--- src/rtl/ratio_divider_if.sv ---
// ratio_divider_if: request/result bundle between a ratio_divider and its requester.
interface ratio_divider_if #(parameter int WIDTH = 32);
  logic start;
  logic signed [WIDTH-1:0] num, den, out;
  logic valid, busy, err, ovf;
  modport master(output start, num, den, input out, valid, busy, err, ovf);
  modport slave(input start, num, den, output out, valid, busy, err, ovf);
endinterface

--- src/rtl/ratio_divider.sv ---
// ratio_divider: fixed-point num/den by restoring division, one quotient bit per cycle, saturating.
// Define DIV_ROUND_EN to round to nearest instead of truncating.
module ratio_divider #(
  parameter int WIDTH = 32,
  parameter int FRAC = 16
) (
  input logic clk,
  input logic reset,
  ratio_divider_if.slave bus
);
  localparam int QW = WIDTH + FRAC;
  localparam int CW = $clog2(QW);
  typedef enum logic [1:0] {IDLE, DIVIDE, DONE} state_t;
  state_t state;
  logic [CW-1:0] cnt;
  logic [WIDTH:0] rem, trial;
  logic [QW-1:0] quo, fin;
  logic [WIDTH-1:0] dv;
  logic fail, ge, sat, legal;
  // quo starts as the shifted dividend; its MSB feeds the remainder while quotient bits shift in at the LSB
  always_comb begin
    trial = {rem[WIDTH-1:0], quo[QW-1]};
    ge = trial >= {1'b0, dv};
    legal = !bus.num[WIDTH-1] && |bus.num && !bus.den[WIDTH-1] && |bus.den;
`ifdef DIV_ROUND_EN
    fin = quo + QW'({rem[WIDTH-1:0], 1'b0} >= {1'b0, dv});
`else
    fin = quo;
`endif
    sat = |fin[QW-1:WIDTH-1];
  end
  always_ff @(posedge clk or negedge reset) begin
    if (!reset) begin
      state <= IDLE;
      cnt <= '0;
      rem <= '0;
      quo <= '0;
      dv <= '0;
      fail <= 1'b0;
      bus.out <= '0;
      bus.valid <= 1'b0;
      bus.busy <= 1'b0;
      bus.err <= 1'b0;
      bus.ovf <= 1'b0;
    end else begin
      bus.valid <= 1'b0;
      case (state)
        IDLE: if (bus.start) begin
          fail <= !legal;
          dv <= bus.den;
          quo <= {bus.num, {FRAC{1'b0}}};
          rem <= '0;
          cnt <= '0;
          bus.busy <= 1'b1;
          state <= legal ? DIVIDE : DONE;
        end
        DIVIDE: begin
          rem <= ge ? trial - {1'b0, dv} : trial;
          quo <= {quo[QW-2:0], ge};
          cnt <= cnt + 1'b1;
          state <= cnt == CW'(QW - 1) ? DONE : DIVIDE;
        end
        DONE: begin
          bus.out <= fail ? '0 : sat ? {1'b0, {(WIDTH-1){1'b1}}} : fin[WIDTH-1:0];
          bus.err <= fail;
          bus.ovf <= !fail && sat;
          bus.valid <= 1'b1;
          bus.busy <= 1'b0;
          state <= IDLE;
        end
        default: state <= IDLE;
      endcase
    end
  end
endmodule

--- src/flat_wrapper.sv ---
// flat-port wrapper written by rule: the top's interface ports become plain ports
module ratio_divider_flat 
#(
  parameter int WIDTH = 32,
  parameter int FRAC = 16
)
  (clk, reset, bus_start, bus_num, bus_den, bus_out, bus_valid, bus_busy, bus_err, bus_ovf);
  ratio_divider_if #(.WIDTH(WIDTH)) bus_i ();
  input logic clk;
  input logic reset;
  input wire logic [$bits(bus_i.start)-1:0] bus_start;
  input wire logic [$bits(bus_i.num)-1:0] bus_num;
  input wire logic [$bits(bus_i.den)-1:0] bus_den;
  output wire logic [$bits(bus_i.out)-1:0] bus_out;
  output wire logic [$bits(bus_i.valid)-1:0] bus_valid;
  output wire logic [$bits(bus_i.busy)-1:0] bus_busy;
  output wire logic [$bits(bus_i.err)-1:0] bus_err;
  output wire logic [$bits(bus_i.ovf)-1:0] bus_ovf;
  assign bus_i.start = bus_start;
  assign bus_i.num = bus_num;
  assign bus_i.den = bus_den;
  assign bus_out = bus_i.out;
  assign bus_valid = bus_i.valid;
  assign bus_busy = bus_i.busy;
  assign bus_err = bus_i.err;
  assign bus_ovf = bus_i.ovf;
  ratio_divider #(.WIDTH(WIDTH), .FRAC(FRAC)) u_core (.clk(clk), .reset(reset), .bus(bus_i));
endmodule
--- config.mk ---
export PLATFORM = sky130hd
export DESIGN_NAME = ratio_divider_flat
export DESIGN_NICKNAME = d
export VERILOG_FILES = /design/src/rtl/ratio_divider_if.sv /design/src/rtl/ratio_divider.sv /design/src/flat_wrapper.sv
export SDC_FILE = /design/constraint.sdc
export NUM_CORES = 1
export LEC_CHECK = 0
export BUFFER_PORTS_ARGS = -buffer_cell sky130_fd_sc_hd__buf_2
export CAP_MARGIN = 25
export CORE_MARGIN = 4
export CORE_UTILIZATION = 61
export CTS_BUF_LIST = sky130_fd_sc_hd__clkbuf_8
export DETAILED_ROUTE_END_ITERATION = 6
export GPL_ROUTABILITY_DRIVEN = 0
export PLACE_DENSITY = 0.81
export SLEW_MARGIN = 20
export SYNTH_ARGS = -nofsm -noshare
export SYNTH_HDL_FRONTEND = slang
export SYNTH_SLANG_ARGS = --single-unit
--- constraint.sdc ---
create_clock -name clk -period 3.43 [get_ports clk]
set_input_delay 0.686 -clock clk [delete_from_list [all_inputs] [get_ports clk]]
set_output_delay 0.686 -clock clk [all_outputs]
set_load 0.1 [all_outputs]
==> impl_metrics.tcl, run 1 <==
set metrics [dict create \
    timing.slew.headroom_pct 57.12 \
    groute.usage.overall_pct 25.38 \
    die_x_um 126.8 \
    drtPass1Iterations 5 \
    grt_pass1_vias 6879 \
    p_int_w 0.004158 \
    timing.critical_path.from_type "flip-flop" \
    post_synth_num_cell_types 58 \
    power_leakage_nw 4.801 \
    fp.coreArea_um2 13830 \
    route.detailed.vias_per_inst 5.828 \
    largest_net_degree_at_the_start_of_global_routing 73 \
    final_layout_size_suffix_gt1_share_pct 15.96 \
    drt.antenna.violating_nets 0 \
    cts-buffers-inserted 17 \
    synth_enable_flop_cells 0 \
    post_drt_wl_per_cell_um 16.49 \
    cts.path.max_buffers 2 \
    path_max_fanout 19 \
    power.density_cell_area_nw_per_um2 831.6 \
    number_of_max_cap_violations 0 \
    worstPathCellList "ha_1, and4_1, nand3_1, or4_1, nand4b_2, a31oi_4, nor2_8, buf_4, mux2i_1, a22o_1" \
    detail_route.wirelength_um 20020 \
    critical_path.slowest_cell "or4_1" \
    clock_tree.root_cell "clkbuf_8" \
    placed_wire_length_estimate_um 14230 \
    status "finished clean" \
    r2r_cells 10 \
    drt_iter0_markers 491 \
    regToRegStartpoint "u_core.rem[11]" \
    proportion_of_total_power_due_to_net_switching_pct 48.85 \
    worst-setup-path-type "reg -> reg" \
    power_frac_seq_pct 33.7 \
    combinationalPowerShare_pct 48.2 \
    num_vias 7075 \
    htree_depth 4 \
    placement_rows 43 \
    total_of_flip_flops_plus_latches_after_synthesis 157 \
    cts.clk_slew.worst_paths_ns 0.09 \
    yosysTopAreaCell "dfrtp_1" \
    finalCritPeriodShare_pct 90.00 \
    die-area_um2 16080 \
    netlist_top_cells_area "dfrtp_1 (46%), nand2_1 (6.8%), mux2i_1 (6.6%), o21ai_0 (5.5%), ha_1 (4.8%)" \
    min_period_ns 3.087 \
    max_stage_delay_ns 0.56 \
    required_arrival_time_at_the_worst_endpoint_ns 3.83 \
    die_y_um 126.8 \
    synth-seq-area-share_pct 45.64 \
    synthesis.nets 1036 \
    num_antenna_cells 0 \
    whs_ns 0.1772 \
    min_path_type "in -> async" \
    worst_clock_skew_ns 0.01287 \
    grt_antenna_before_repair 0 \
    most_frequent_standard_cell_in_the_layout_excluding_fill_and_tap_cells "dfrtp_1" \
    cts_repair_resize_count 0 \
    insertion_delay_ns 0.47 \
    yosys_warnings 0 \
    cp_endpoint_kind "flip-flop" \
    synth.avg_cell_area_um2 9.207 \
    place.detailed.instances 1182 \
    rsz0062_at_grt "no" \
    synth_async_sr_flop_share_pct 100.0 \
    critical_path_arrival_ns 3.49 \
    timing.final.hold_violations 0 \
    total_congestion_overflow_after_global_routing 0 \
    power.ir.vdd_worst_mv 0.8257 \
    area_added_between_synthesis_and_finish_pct 13.53 \
    top_level_i_o_count 103 \
    synth_top_flop_cell "dfrtp_1" \
    instances_no_fill 1214 \
    drt_drc_violations_left 0 \
    fin_tns_setup_ns 0 \
    power.share.clock_pct 18.2 \
    tightest_slew_ns 0.6415 \
    net_total_in_the_final_layout 1122 \
    setup-violations-final 0 \
    final-max-slew-violation-count 0 \
    rr_endpoint "u_core.rem[1]" \
    start_util_pct 62.26 \
    synth_top_cell_area_share_pct 45.64 \
    power.total_w 0.008128 \
    placement.io_buffers 102 \
    cts_setup_buffers 0 \
    layout.cells.most_common_list "dfrtp_1 (157), nand2_1 (156), buf_2 (101), o21ai_0 (95), a21oi_1 (63)" \
    netlist_instances 935 \
    numClockSinks 157 \
    final_area_um2 9773 \
    post_synth_instance_area_um2 8608 \
    hold_buffers 0 \
    power.switching_w 0.003970 \
    grt_first_pass_wirelength_um 33350 \
    detailed_place.area_um2 9346 \
    tritoncts_clock_tree "yes" \
    fmax_ghz 0.3239 \
    flop2flop_setup_slack_ns 0.34 \
]
## per-stage QoR
stage               utilization [%]  setup slack, ns
floorplan                         -           0.9287
global placement              67.20           0.4889
detailed placement            67.60           0.4191
CTS                           70.68           0.3838
global route                  70.68           0.2128
finish                        70.68           0.3431
## power by group through the flow
stage	Sequential [W]	Clock (W)	Combinational [W]
floorplan	0.00395	0	0.00181
global placement	0.00274	0	0.00378
detailed placement	0.00275	0	0.00389
CTS	0.00273	0.00150	0.00392
global route	0.00280	0.00159	0.00423
finish	0.00274	0.00148	0.00391
## cells in the mapped netlist, types with 2 or more instances
cell       instances
dfrtp_1          157
nand2_1          157
o21ai_0           95
a21oi_1           63
mux2i_1           57
inv_1             43
clkbuf_1          39
ha_1              33
nor3b_1           33
nor2_1            31
o21ai_1           30
nor4_1            21
xnor2_1           20
a22o_1            18
nand3_1           13
a21o_1            10
nand4_1           10
nand2b_1           8
xor2_1             8
nor3_1             7
a211oi_1           6
buf_1              6
nor2b_1            6
o21bai_1           6
a2bb2oi_1          5
a31oi_1            4
and3_1             4
o211ai_1           4
a31o_2             3
buf_2              3
a2111oi_0          2
and3b_1            2
and4_1             2
buf_12             2
o2111ai_1          2
o21a_1             2
or3_1              2
## state kept, by name (all words and copies together), names as in the netlist
| signal | flops |
|---|---|
| u_core.bus.busy | 1 |
| u_core.bus.err | 1 |
| u_core.bus.out | 32 |
| u_core.bus.ovf | 1 |
| u_core.bus.valid | 1 |
| u_core.cnt | 6 |
| u_core.dv | 32 |
| u_core.fail | 1 |
| u_core.fin | 48 |
| u_core.rem | 32 |
| u_core.state | 2 |
## worst max-delay path: cells and delay by family, from the launching register on
family / cells / cell delay (ns)
buffers and inverters: 1 / 0.30
flip-flops: 1 / 0.41
multiplexers: 1 / 0.23
AND/OR/NAND/NOR: 5 / 1.43
adder cells (fa/ha/maj): 1 / 0.44
AO/OA/AOI/OAI: 2 / 0.21
## worst max-delay path by stage
stage | from | to | slack [ns] | depth (start not counted)
floorplan | u_core.fin[47] | u_core.rem[26] | 0.93 | 11
global placement | u_core.fin[47] | u_core.rem[26] | 0.49 | 11
detailed placement | u_core.rem[12] | u_core.rem[2] | 0.42 | 10
CTS | u_core.rem[11] | u_core.rem[1] | 0.38 | 10
global route | u_core.rem[11] | u_core.rem[5] | 0.21 | 10
finish | u_core.rem[11] | u_core.rem[1] | 0.34 | 10
## per-layer routing
layer  share of wire (%)  track usage [%]  routed length [um]
met5                   0                0                   0
met1                  45            34.34                8970
met4                 1.8            7.256                 364
met3                 5.8            6.147                1170
met2                  48            41.06                9512
## final cells by class
type	instances	area [um2]
Inverter	43	161.4
Timing Repair Buffer	119	721.9
Sequential cell	157	3929
Multi-Input combinational cell	683	4309
Fill cell	1072	4054
Tap cell	180	225.2
Clock inverter	14	178.9
Clock buffer	18	247.7
## kinds of logic (layout without fill, tap and decap cells)
group | count (synthesis) | in the layout | share of synthesized area (%)
AO/OA/AOI/OAI | 260 | 260 | 17.85
XOR/XNOR | 28 | 28 | 2.849
adder cells (fa/ha/maj) | 34 | 34 | 5.029
buffers and inverters | 95 | 194 | 4.666
flip-flops | 157 | 157 | 45.64
multiplexers | 58 | 58 | 6.759
AND/OR/NAND/NOR | 303 | 303 | 17.21
(Power assumes the default switching activity.)
==> run 2: changes to the inputs <==
Settings changed: CELL_PAD_IN_SITES_DETAIL_PLACEMENT from default to 1, CELL_PAD_IN_SITES_GLOBAL_PLACEMENT from default to 1, CORE_UTILIZATION 61 to 47.
==> impl_metrics.tcl, run 2 (same netlist as run 1, synthesis figures left out) <==
set metrics [dict create \
    status "finished clean" \
    number_of_max_cap_violations 0 \
    setup-violations-final 0 \
    net_total_in_the_final_layout 1119 \
    worst_clock_skew_ns 0.01530 \
    dp_slack_ns 0.2865 \
    p_int_w 0.004000 \
    htree_depth 4 \
    power_leakage_nw 4.730 \
    num_antenna_cells 0 \
    critical_path.slowest_cell "nor2_8" \
    timing.final.hold_violations 0 \
    final-max-slew-violation-count 0 \
    area_added_between_synthesis_and_finish_pct 12.73 \
    setup_ws_ns 0.2785 \
    cp_endpoint_kind "flip-flop" \
    power.density_cell_area_nw_per_um2 824.3 \
    placement.io_buffers 102 \
    max_stage_delay_ns 0.59 \
    combinationalPowerShare_pct 48.8 \
    critical_path_arrival_ns 3.50 \
    min_period_ns 3.152 \
    drtPass1Iterations 4 \
    drt_iter0_markers 291 \
    grt_first_pass_wirelength_um 37850 \
    timing.slew.headroom_pct 36.56 \
    cts_repair_resize_count 0 \
    fp.coreArea_um2 17960 \
    timing.critical_path.max_delay_family "compound AO/OA/AOI/OAI gates" \
    cts.clk_slew.worst_paths_ns 0.10 \
    timing.critical_path.from_type "flip-flop" \
    finalCritPeriodShare_pct 91.88 \
    top_level_i_o_count 103 \
    power.share.clock_pct 17.0 \
    grt_antenna_before_repair 1 \
    proportion_of_total_power_due_to_net_switching_pct 49.99 \
    most_frequent_standard_cell_in_the_layout_excluding_fill_and_tap_cells "dfrtp_1" \
    die_x_um 143.3 \
    start_util_pct 47.92 \
    groute.usage.overall_pct 22.72 \
    required_arrival_time_at_the_worst_endpoint_ns 3.78 \
    num_vias 7226 \
    insertion_delay_ns 0.47 \
    largest_net_degree_at_the_start_of_global_routing 82 \
    fin_tns_setup_ns 0 \
    min_path_type "in -> async" \
    largest_register_ffs 48 \
    grt_pass1_vias 7674 \
    placed_wire_length_estimate_um 16130 \
    power.total_w 0.008000 \
    power.switching_w 0.003999 \
    drt.antenna.violating_nets 0 \
    die-area_um2 20540 \
    die_y_um 143.3 \
    power.ir.vdd_worst_mv 0.6778 \
    total_congestion_overflow_after_global_routing 0 \
    worstPathBufferInverterCount 0 \
    rsz0062_at_grt "no" \
    cts_setup_buffers 0 \
    drt_drc_violations_left 0 \
    detail_route.wirelength_um 22500 \
    post_drt_wl_per_cell_um 17.86 \
    whs_ns 0.2440 \
    fmax_ghz 0.3173 \
    cts.path.max_buffers 2 \
    tightest_slew_ns 0.9516 \
    path_max_fanout 35 \
    worstPathCellList "ha_1, a211oi_1, o21bai_1, and3b_1, o21ai_1, a31oi_4, nor2_8, o21ai_0, a31o_2" \
    cts-buffers-inserted 17 \
    power_frac_seq_pct 34.2 \
    fillCellCount 2134 \
    final_layout_size_suffix_gt1_share_pct 15.62 \
    tritoncts_clock_tree "yes" \
    numClockSinks 157 \
    hold_buffers 0 \
    worst-setup-path-type "reg -> reg" \
    route.detailed.vias_per_inst 5.735 \
    clock_tree.root_cell "clkbuf_8" \
    layout.cells.most_common_list "dfrtp_1 (157), nand2_1 (156), buf_2 (101), o21ai_0 (95), a21oi_1 (63)" \
    placement_rows 49 \
]
[run 2: final timing paths]
path / startpoint / to / slack (ns) / depth (start not counted)
max: u_core.rem[5] / u_core.rem[25] / 0.28 / 9
min: reset / u_core.rem[10] / 0.24 / 1
max reg2reg: u_core.rem[5] / u_core.rem[25] / 0.28 / 9
min reg2reg: u_core.bus.err / u_core.bus.err / 0.49 / 2
max in group asynchronous: reset / u_core.fin[36] / 2.40 / 2
min in group clk: bus_den[22] / u_core.dv[22] / 0.44 / 3
[run 2: layout make-up]
class / count / area [um2] / share of cell area [%]
tap: 229 / 286.5 / 2.953
inverter: 43 / 161.4 / 1.663
multi-input combinational: 683 / 4309 / 44.40
clock inverter: 15 / 137.6 / 1.418
sequential: 157 / 3929 / 40.48
clock buffer: 17 / 234.0 / 2.411
timing repair buffer: 116 / 646.9 / 6.666
[run 2: worst register-to-register path: stages (launching register included)]
cell	delay [ns]
dfrtp_1	0.41
ha_1	0.40
a211oi_1	0.13
o21bai_1	0.31
and3b_1	0.23
o21ai_1	0.32
a31oi_4	0.17
nor2_8	0.60
o21ai_0	0.22
a31o_2	0.25
[run 2: layer usage]
metal | up-vias | share of wire, % | GRT usage, %
li1 | 3472 | - | -
met1 | 3601 | 43 | 29.34
met2 | 121 | 50 | 39.05
met3 | 30 | 5.0 | 4.626
met4 | 2 | 1.5 | 6.343
met5 | - | 0.058 | 0
[run 2: stage by stage]
step | cell area, um2 | cells | util, %
after detailed placement | 9333 | 1228 | 51.95
after global placement | 9333 | 1228 | 51.95
after global routing | 9704 | 1260 | 54.02
final | 9704 | 1260 | 54.02
after floorplan | 8608 | 935 | -
after CTS | 9704 | 1260 | 54.02
[run 2: power groups by stage]
stage	sequential, W	combinational (W)	clock (W)
finish	0.00274	0.00390	0.00136
global route	0.00281	0.00426	0.00147
CTS	0.00274	0.00394	0.00139
detailed placement	0.00277	0.00391	0
global placement	0.00275	0.00381	0
floorplan	0.00395	0.00181	0
